File: config.mk
export PLATFORM = sky130hd
export DESIGN_NAME = vscale_mem_arbiter
export DESIGN_NICKNAME = d
export VERILOG_FILES = /design/src/rtl/vscale_mem_arbiter_pkg.sv /design/src/rtl/vscale_mem_arbiter_hold.sv /design/src/rtl/vscale_mem_arbiter.sv
export SDC_FILE = /design/constraint.sdc
export NUM_CORES = 1
export LEC_CHECK = 0
export ABC_AREA = 1
export BUFFER_PORTS_ARGS = -buffer_cell sky130_fd_sc_hd__buf_2
export CAP_MARGIN = 10
export CORE_AREA = 2 2 107 109
export CTS_BUF_LIST = sky130_fd_sc_hd__clkbuf_8
export DETAILED_ROUTE_END_ITERATION = 8
export DIE_AREA = 0 0 109 111
export PLACE_DENSITY = 0.95
export SETUP_SLACK_MARGIN = 0.4
export SLEW_MARGIN = 20
export SYNTH_ARGS = -nofsm -noshare
export SYNTH_HDL_FRONTEND = slang
export SYNTH_SLANG_ARGS = --single-unit
File: constraint.sdc
create_clock -name i_clk -period 3.1 [get_ports i_clk]
set_input_delay 0.31 -clock i_clk [delete_from_list [all_inputs] [get_ports i_clk]]
set_output_delay 0.31 -clock i_clk [all_outputs]
set_load 0.05 [all_outputs]
File: src/rtl/vscale_mem_arbiter_pkg.sv
// Shared constants for the vscale memory arbiter: memory access sizes
// (same encodings the core uses) and the bus data-phase owner encoding.
package vscale_mem_arbiter_pkg;

    localparam int MEM_TYPE_WIDTH = 3;

    localparam logic [MEM_TYPE_WIDTH-1:0] MEM_TYPE_B  = 3'd0;
    localparam logic [MEM_TYPE_WIDTH-1:0] MEM_TYPE_H  = 3'd1;
    localparam logic [MEM_TYPE_WIDTH-1:0] MEM_TYPE_W  = 3'd2;
    localparam logic [MEM_TYPE_WIDTH-1:0] MEM_TYPE_D  = 3'd3;
    localparam logic [MEM_TYPE_WIDTH-1:0] MEM_TYPE_BU = 3'd4;
    localparam logic [MEM_TYPE_WIDTH-1:0] MEM_TYPE_HU = 3'd5;
    localparam logic [MEM_TYPE_WIDTH-1:0] MEM_TYPE_WU = 3'd6;

    localparam int ARB_OWNER_WIDTH = 2;

    // Who owns the bus data phase in the current cycle.
    typedef enum logic [ARB_OWNER_WIDTH-1:0] {
        ARB_OWNER_NONE = 2'd0,
        ARB_OWNER_IMEM = 2'd1,
        ARB_OWNER_DMEM = 2'd2
    } arb_owner_e;

endpackage

File: src/rtl/vscale_mem_arbiter_hold.sv
// Per-master request latch: remembers an accepted address phase that
// could not be put on the bus in the same cycle.
module vscale_arb_hold #(
    parameter int ADDR_W = 32,
    parameter int SIZE_W = 3
) (
    input  logic              i_clk,
    input  logic              i_reset,
    input  logic              i_set,
    input  logic              i_clr,
    input  logic [ADDR_W-1:0] i_addr,
    input  logic              i_wen,
    input  logic [SIZE_W-1:0] i_size,
    output logic              o_valid,
    output logic [ADDR_W-1:0] o_addr,
    output logic              o_wen,
    output logic [SIZE_W-1:0] o_size
);

    logic              r_valid;
    logic [ADDR_W-1:0] r_addr;
    logic              r_wen;
    logic [SIZE_W-1:0] r_size;

    // Valid bit: set on capture, dropped when the held request is granted.
    // Set and clear never coincide because a held master is kept waiting.
    always_ff @(posedge i_clk) begin
        if (i_reset) begin
            r_valid <= 1'b0;
        end else if (i_set) begin
            r_valid <= 1'b1;
        end else if (i_clr) begin
            r_valid <= 1'b0;
        end
    end

    // Request payload captured together with the valid bit.
    always_ff @(posedge i_clk) begin
        if (i_reset) begin
            r_addr <= '0;
            r_wen  <= 1'b0;
            r_size <= '0;
        end else if (i_set) begin
            r_addr <= i_addr;
            r_wen  <= i_wen;
            r_size <= i_size;
        end
    end

    assign o_valid = r_valid;
    assign o_addr  = r_addr;
    assign o_wen   = r_wen;
    assign o_size  = r_size;

endmodule

File: src/rtl/vscale_mem_arbiter.sv
// Two-master arbiter (instruction fetch / load-store) in front of one
// pipelined single-ported bus. Address phase in cycle t, data phase in
// t+1. Handshake: a master's request is taken in any cycle where it is
// asserted and that master's wait output is low; the bus takes an address
// whenever it has no data phase pending or that data phase completes
// (bus_ready) in the same cycle; wait stays high until the data phase
// of the master's own transfer completes.
module vscale_mem_arbiter
    import vscale_mem_arbiter_pkg::*;
#(
    parameter int XPR_LEN      = 32,
    parameter int MAX_D_STREAK = 4
) (
    input  logic                      i_clk,
    input  logic                      i_reset,
    input  logic                      i_imem_req,
    input  logic [XPR_LEN-1:0]        i_imem_addr,
    output logic                      o_imem_wait,
    output logic [XPR_LEN-1:0]        o_imem_rdata,
    output logic                      o_imem_badmem_e,
    input  logic                      i_dmem_en,
    input  logic                      i_dmem_wen,
    input  logic [MEM_TYPE_WIDTH-1:0] i_dmem_size,
    input  logic [XPR_LEN-1:0]        i_dmem_addr,
    input  logic [XPR_LEN-1:0]        i_dmem_wdata_delayed,
    output logic                      o_dmem_wait,
    output logic [XPR_LEN-1:0]        o_dmem_rdata,
    output logic                      o_dmem_badmem_e,
    output logic                      o_bus_valid,
    output logic [XPR_LEN-1:0]        o_bus_addr,
    output logic                      o_bus_wen,
    output logic [MEM_TYPE_WIDTH-1:0] o_bus_size,
    output logic [XPR_LEN-1:0]        o_bus_wdata,
    input  logic [XPR_LEN-1:0]        i_bus_rdata,
    input  logic                      i_bus_ready,
    input  logic                      i_bus_error,
    output arb_owner_e                o_dbg_dp_owner
);

    localparam int STREAK_W = (MAX_D_STREAK < 1) ? 1 : $clog2(MAX_D_STREAK + 1);
    localparam logic [STREAK_W-1:0] STREAK_MAX = STREAK_W'(MAX_D_STREAK);

    arb_owner_e                r_dp_owner;
    logic                      r_dp_wen;
    logic                      r_i_dp;
    logic                      r_d_dp;
    logic [STREAK_W-1:0]       r_d_streak;

    logic                      w_i_hold_valid, w_d_hold_valid;
    logic [XPR_LEN-1:0]        w_i_hold_addr, w_d_hold_addr;
    logic                      w_i_hold_wen, w_d_hold_wen;
    logic [MEM_TYPE_WIDTH-1:0] w_i_hold_size, w_d_hold_size;

    logic w_i_served, w_d_served;
    logic w_i_wait, w_d_wait;
    logic w_i_accept, w_d_accept;
    logic w_i_cand, w_d_cand;
    logic w_bus_free;
    logic w_grant_i, w_grant_d;

    arb_owner_e                w_dp_owner_next;
    logic                      w_dp_wen_next;
    logic [STREAK_W-1:0]       w_d_streak_next;
    logic [XPR_LEN-1:0]        w_bus_addr;
    logic                      w_bus_wen;
    logic [MEM_TYPE_WIDTH-1:0] w_bus_size;

    // Completion, acceptance and candidate terms for both masters.
    always_comb begin
        w_i_served = (r_dp_owner == ARB_OWNER_IMEM) && i_bus_ready;
        w_d_served = (r_dp_owner == ARB_OWNER_DMEM) && i_bus_ready;
        w_i_wait   = r_i_dp && !w_i_served;
        w_d_wait   = r_d_dp && !w_d_served;
        w_i_accept = i_imem_req && !w_i_wait;
        w_d_accept = i_dmem_en && !w_d_wait;
        w_i_cand   = w_i_hold_valid || w_i_accept;
        w_d_cand   = w_d_hold_valid || w_d_accept;
        w_bus_free = (r_dp_owner == ARB_OWNER_NONE) || i_bus_ready;
    end

    // Grant: dmem first, except imem wins once dmem has used up its streak.
    always_comb begin
        w_grant_d = w_bus_free && w_d_cand && !(w_i_cand && (r_d_streak == STREAK_MAX));
        w_grant_i = w_bus_free && w_i_cand && !w_grant_d;
    end

    // Address-phase mux and next data-phase owner; a held request beats the live one.
    always_comb begin
        w_bus_addr      = '0;
        w_bus_wen       = 1'b0;
        w_bus_size      = '0;
        w_dp_owner_next = r_dp_owner;
        w_dp_wen_next   = r_dp_wen;
        if (w_grant_d) begin
            w_bus_addr = w_d_hold_valid ? w_d_hold_addr : i_dmem_addr;
            w_bus_wen  = w_d_hold_valid ? w_d_hold_wen  : i_dmem_wen;
            w_bus_size = w_d_hold_valid ? w_d_hold_size : i_dmem_size;
        end else if (w_grant_i) begin
            w_bus_addr = w_i_hold_valid ? w_i_hold_addr : i_imem_addr;
            w_bus_wen  = w_i_hold_valid ? w_i_hold_wen  : 1'b0;
            w_bus_size = w_i_hold_valid ? w_i_hold_size : MEM_TYPE_W;
        end
        if (w_bus_free) begin
            w_dp_owner_next = w_grant_d ? ARB_OWNER_DMEM :
                              w_grant_i ? ARB_OWNER_IMEM : ARB_OWNER_NONE;
            w_dp_wen_next   = w_bus_wen;
        end
    end

    // Streak counter: counts dmem wins while imem is waiting, saturating.
    always_comb begin
        w_d_streak_next = r_d_streak;
        if (w_grant_i || !w_i_cand) begin
            w_d_streak_next = '0;
        end else if (w_grant_d && (r_d_streak != STREAK_MAX)) begin
            w_d_streak_next = r_d_streak + 1'b1;
        end
    end

    // Arbiter state registers; reset abandons any in-flight transfer.
    always_ff @(posedge i_clk) begin
        if (i_reset) begin
            r_dp_owner <= ARB_OWNER_NONE;
            r_dp_wen   <= 1'b0;
            r_i_dp     <= 1'b0;
            r_d_dp     <= 1'b0;
            r_d_streak <= '0;
        end else begin
            r_dp_owner <= w_dp_owner_next;
            r_dp_wen   <= w_dp_wen_next;
            r_i_dp     <= w_i_wait || i_imem_req;
            r_d_dp     <= w_d_wait || i_dmem_en;
            r_d_streak <= w_d_streak_next;
        end
    end

    vscale_arb_hold #(.ADDR_W(XPR_LEN), .SIZE_W(MEM_TYPE_WIDTH)) u_i_hold (
        .i_clk   (i_clk),
        .i_reset (i_reset),
        .i_set   (w_i_accept && !w_grant_i),
        .i_clr   (w_grant_i),
        .i_addr  (i_imem_addr),
        .i_wen   (1'b0),
        .i_size  (MEM_TYPE_W),
        .o_valid (w_i_hold_valid),
        .o_addr  (w_i_hold_addr),
        .o_wen   (w_i_hold_wen),
        .o_size  (w_i_hold_size)
    );

    vscale_arb_hold #(.ADDR_W(XPR_LEN), .SIZE_W(MEM_TYPE_WIDTH)) u_d_hold (
        .i_clk   (i_clk),
        .i_reset (i_reset),
        .i_set   (w_d_accept && !w_grant_d),
        .i_clr   (w_grant_d),
        .i_addr  (i_dmem_addr),
        .i_wen   (i_dmem_wen),
        .i_size  (i_dmem_size),
        .o_valid (w_d_hold_valid),
        .o_addr  (w_d_hold_addr),
        .o_wen   (w_d_hold_wen),
        .o_size  (w_d_hold_size)
    );

    // Outputs are forced quiet while reset is asserted.
    always_comb begin
        o_imem_wait     = !i_reset && w_i_wait;
        o_dmem_wait     = !i_reset && w_d_wait;
        o_imem_rdata    = i_reset ? '0 : i_bus_rdata;
        o_dmem_rdata    = i_reset ? '0 : i_bus_rdata;
        o_imem_badmem_e = !i_reset && i_bus_error && w_i_served;
        o_dmem_badmem_e = !i_reset && i_bus_error && w_d_served;
        o_bus_valid     = !i_reset && (w_grant_i || w_grant_d);
        o_bus_addr      = i_reset ? '0 : w_bus_addr;
        o_bus_wen       = !i_reset && w_bus_wen;
        o_bus_size      = i_reset ? '0 : w_bus_size;
        o_bus_wdata     = (!i_reset && (r_dp_owner == ARB_OWNER_DMEM) && r_dp_wen)
                          ? i_dmem_wdata_delayed : '0;
        o_dbg_dp_owner  = i_reset ? ARB_OWNER_NONE : r_dp_owner;
    end

endmodule
==> reports/results.ini <==
[outcome]
status = finished, final reports clean

[placed_design]
place_area_um2 = 6600
dp_hpwl_mm = 11.8
io_buffers = 276
pre_cts_slack_ps = 586
place_congestion = 1.02
placed_cells = 1284

[global_route]
grt_pass1_wl_mm = 24.0
grt_usage = 0.249
grt_antenna_before_repair = 0
overflow = 0
grt_pass1_vias = 5128
grt_max_degree = 74

[final_layout]
n_antenna_cell = 0
multiInputGateArea_um2 = 2740
layout_commonest_cell = buf_2
num-nets-final = 1295
fill_cells = 1032
drive_gt1_frac = 0.285
instances_no_fill = 1303
finish.utilization = 0.621
area_growth_pct = 25.6
final_cell_mix = 272 x buf_2, 250 x nand2_1, 144 x inv_1, 142 x nor2_1, 77 x dfxtp_1
postLayoutCellArea_um2 = 6880
seq_area_um2 = 1580

[timing]
finalClockSkew_ps = 18.9
setup_ws_ps = 508
rsz0062_at_grt = yes
fin_setup_tns_ps = 0
setup_viol = 0
hold_viol = 0
max_freq_mhz = 386
slew_violations = 0
worst_pin_slew_ps = 985
whs_ps = 173
slew_headroom = 0.342
finalCritPeriodShare = 0.836
fin_crit_ps = 2590

[setup_path]
ff2ff_setup_slack_ps = 820
cp_cell_sequence = inv_2 -> nand3_1 -> nand2_1 -> nand2_2 -> a21oi_2 -> nand2_2 -> nor2_4 -> buf_4 -> nand2_1 -> nand2_1 -> buf_2
required_ps = 2790
crit_type = reg2out
crit_arrival_ps = 2280
cp_slowest_stage_delay_ps = 340
crit_buf_inv = 3
r2r-start = r_dp_owner[0]$_SDFFE_PP0P_
cp_slowest_cell = dfxtp_1
r2r_end = r_d_streak[0]$_SDFFE_PP0P_
reg2regPathDepth = 10
crit_family = simple AND/OR/NAND/NOR gates
crit_fanout = 14
crit_path_start_kind = flop
end_kind = output pin
cpMostUsedCell = nand2_1

[run]
max-cap-violations = 0

[clocking]
clockBufferDepth = 2
cts_max_level = 3
cts_num_sinks = 79
clk_latency_ps = 370
cts_buffers = 9
cts.reportedPaths.clkPinSlew_ps = 80
cts_root_buf = clkbuf_8
cts_tree = done

[power_and_ir_drop]
vdd_drop_max_mv = 0.339
clkPwrFrac = 0.260
leakage_nw = 4.06
pwr-share-seq = 0.348
power_switching_mw = 1.42
powerDensity_nw_per_um2 = 497
internal_power_mw = 2.00
combPwrFrac = 0.392
p_sw_frac = 0.416
power_mw = 3.42

[yosys]
syn_area_um2 = 5480
synth_fa_ha_area_frac = 0.00457
synth_top_family_by_area = simple AND/OR/NAND/NOR gates
ys_ff_latch = 79
synthMuxAreaShare = 0
synth.avg_cell_area_um2 = 5.77
yosysSeqAreaShare = 0.289
synth_xor_area_frac = 0.00160
ys_types = 22
yosys_warnings = 0
synth_compound_area_frac = 0.145
syn-instance-count = 950
synthSimpleGateAreaFrac = 0.350
synth_nets = 1090

[min_path]
min_path_cells = 3
hp-start = i_imem_req
min_path_type = in2reg
min_to = r_i_dp$_SDFF_PP0_

[routing]
dr.pass1.iters = 8
num_vias = 6352
drt_iter0_drc = 654
vias_per_cell = 4.87
drtAntennaViolNets = 0
drc = 0
drt_wl_total_mm = 16.1
post_drt_wl_per_cell_um = 12.3

[floorplan]
core_um2 = 11100
dieWidth_um = 109
initial_core_util = 0.495
rows = 39
chipHeight_um = 111
dieArea_um2 = 12100
ios = 277

worst max-delay path by stage:
stage	start	end	cells past startpoint
floorplan	r_dp_owner[1]$_SDFFE_PP0P_	o_bus_wdata[10]	5
global placement	i_bus_ready	o_bus_valid	12
detailed placement	i_bus_ready	o_bus_valid	12
CTS	r_dp_owner[1]$_SDFFE_PP0P_	o_bus_valid	12
global route	r_dp_owner[1]$_SDFFE_PP0P_	o_bus_valid	12
finish	r_dp_owner[0]$_SDFFE_PP0P_	o_bus_addr[12]	11
power groups by stage:
stage                     Combinational, mW  Clock (mW)  Sequential [mW]
final                                  1.34       0.890             1.19
after global routing                   1.46       0.930             1.20
after CTS                              1.32       0.902             1.19
after detailed placement               1.31           0             1.21
after global placement                 1.29           0             1.21
after floorplan                        1.06           0             1.20
routing by layer:
metal,routed length (µm),up-vias,share of wire,GRT usage
met2,7610,323,0.47,0.412
met4,515,0,0.032,0.119
met1,6520,2733,0.41,0.312
met5,0,-,0,0
li1,-,3260,-,-
met3,1410,36,0.088,0.0370
flip-flops by register name, summed over array words and instances (netlist names):
register and flops:
u_d_hold.o_valid 1, r_d_dp 1, u_d_hold.o_wen 1, u_d_hold.o_addr 32, u_d_hold.o_size 3, u_i_hold.o_addr 32
r_d_streak 3, r_dp_wen 1, r_dp_owner 2, r_i_dp 1, u_i_hold.o_valid 1, u_i_hold.o_size 1
kinds of logic (layout without fill, tap and decap cells):
group | count (synthesis) | in the layout
simple gates | 476 | 476
buf+inv | 244 | 454
compound gates | 148 | 148
flops | 79 | 79
fa+ha+maj | 2 | 2
xor+xnor | 1 | 1
final cells by class:
class	instances	share of cell area
clock buffers	10	0.0200
clock inverters	6	0.0135
inverters	148	0.0807
multi-input cells	627	0.399
flip-flops and latches	79	0.230
well taps	143	0.0260
repair buffers	290	0.231
Yosys cell counts:
| cell type | number | area [µm²] |
|---|---|---|
| nor2_1 | 142 | 533 |
| clkbuf_1 | 22 | 82.6 |
| nand2_2 | 2 | 12.5 |
| nor3_1 | 2 | 10.0 |
| buf_2 | 16 | 80.1 |
| nand2_4 | 1 | 11.3 |
| inv_2 | 3 | 11.3 |
| buf_1 | 11 | 41.3 |
| a21oi_1 | 63 | 315 |
| buf_4 | 36 | 270 |
| buf_6 | 11 | 124 |
| nand2_1 | 250 | 938 |
| ha_1 | 2 | 25.0 |
| a21oi_2 | 13 | 114 |
| xor2_1 | 1 | 8.76 |
| inv_1 | 145 | 544 |
| dfxtp_1 | 79 | 1580 |
| nand3_2 | 1 | 10.0 |
| o31ai_1 | 1 | 7.51 |
| nand3_1 | 76 | 380 |
| nor2_4 | 2 | 22.5 |
| o21ai_0 | 71 | 355 |
worst register-to-register path: stages, from the launching register on:
cell and delay [ps]:
dfxtp_1 340, inv_2 80, nand3_1 110, nand2_1 130, nand2_2 80, nand2_1 90
nand3_2 140, nand2_4 110, buf_4 570, nand3_1 310, a21oi_1 240
what timing repair did:
item / CTS / global route
setup endpoints to repair: 20 / 20
resized for setup: 1 / 5
pin swaps: 1 / 1
buffers inserted: 2 / 1
hold buffers: 0 / 0
Power figures use the tool's default switching activity.
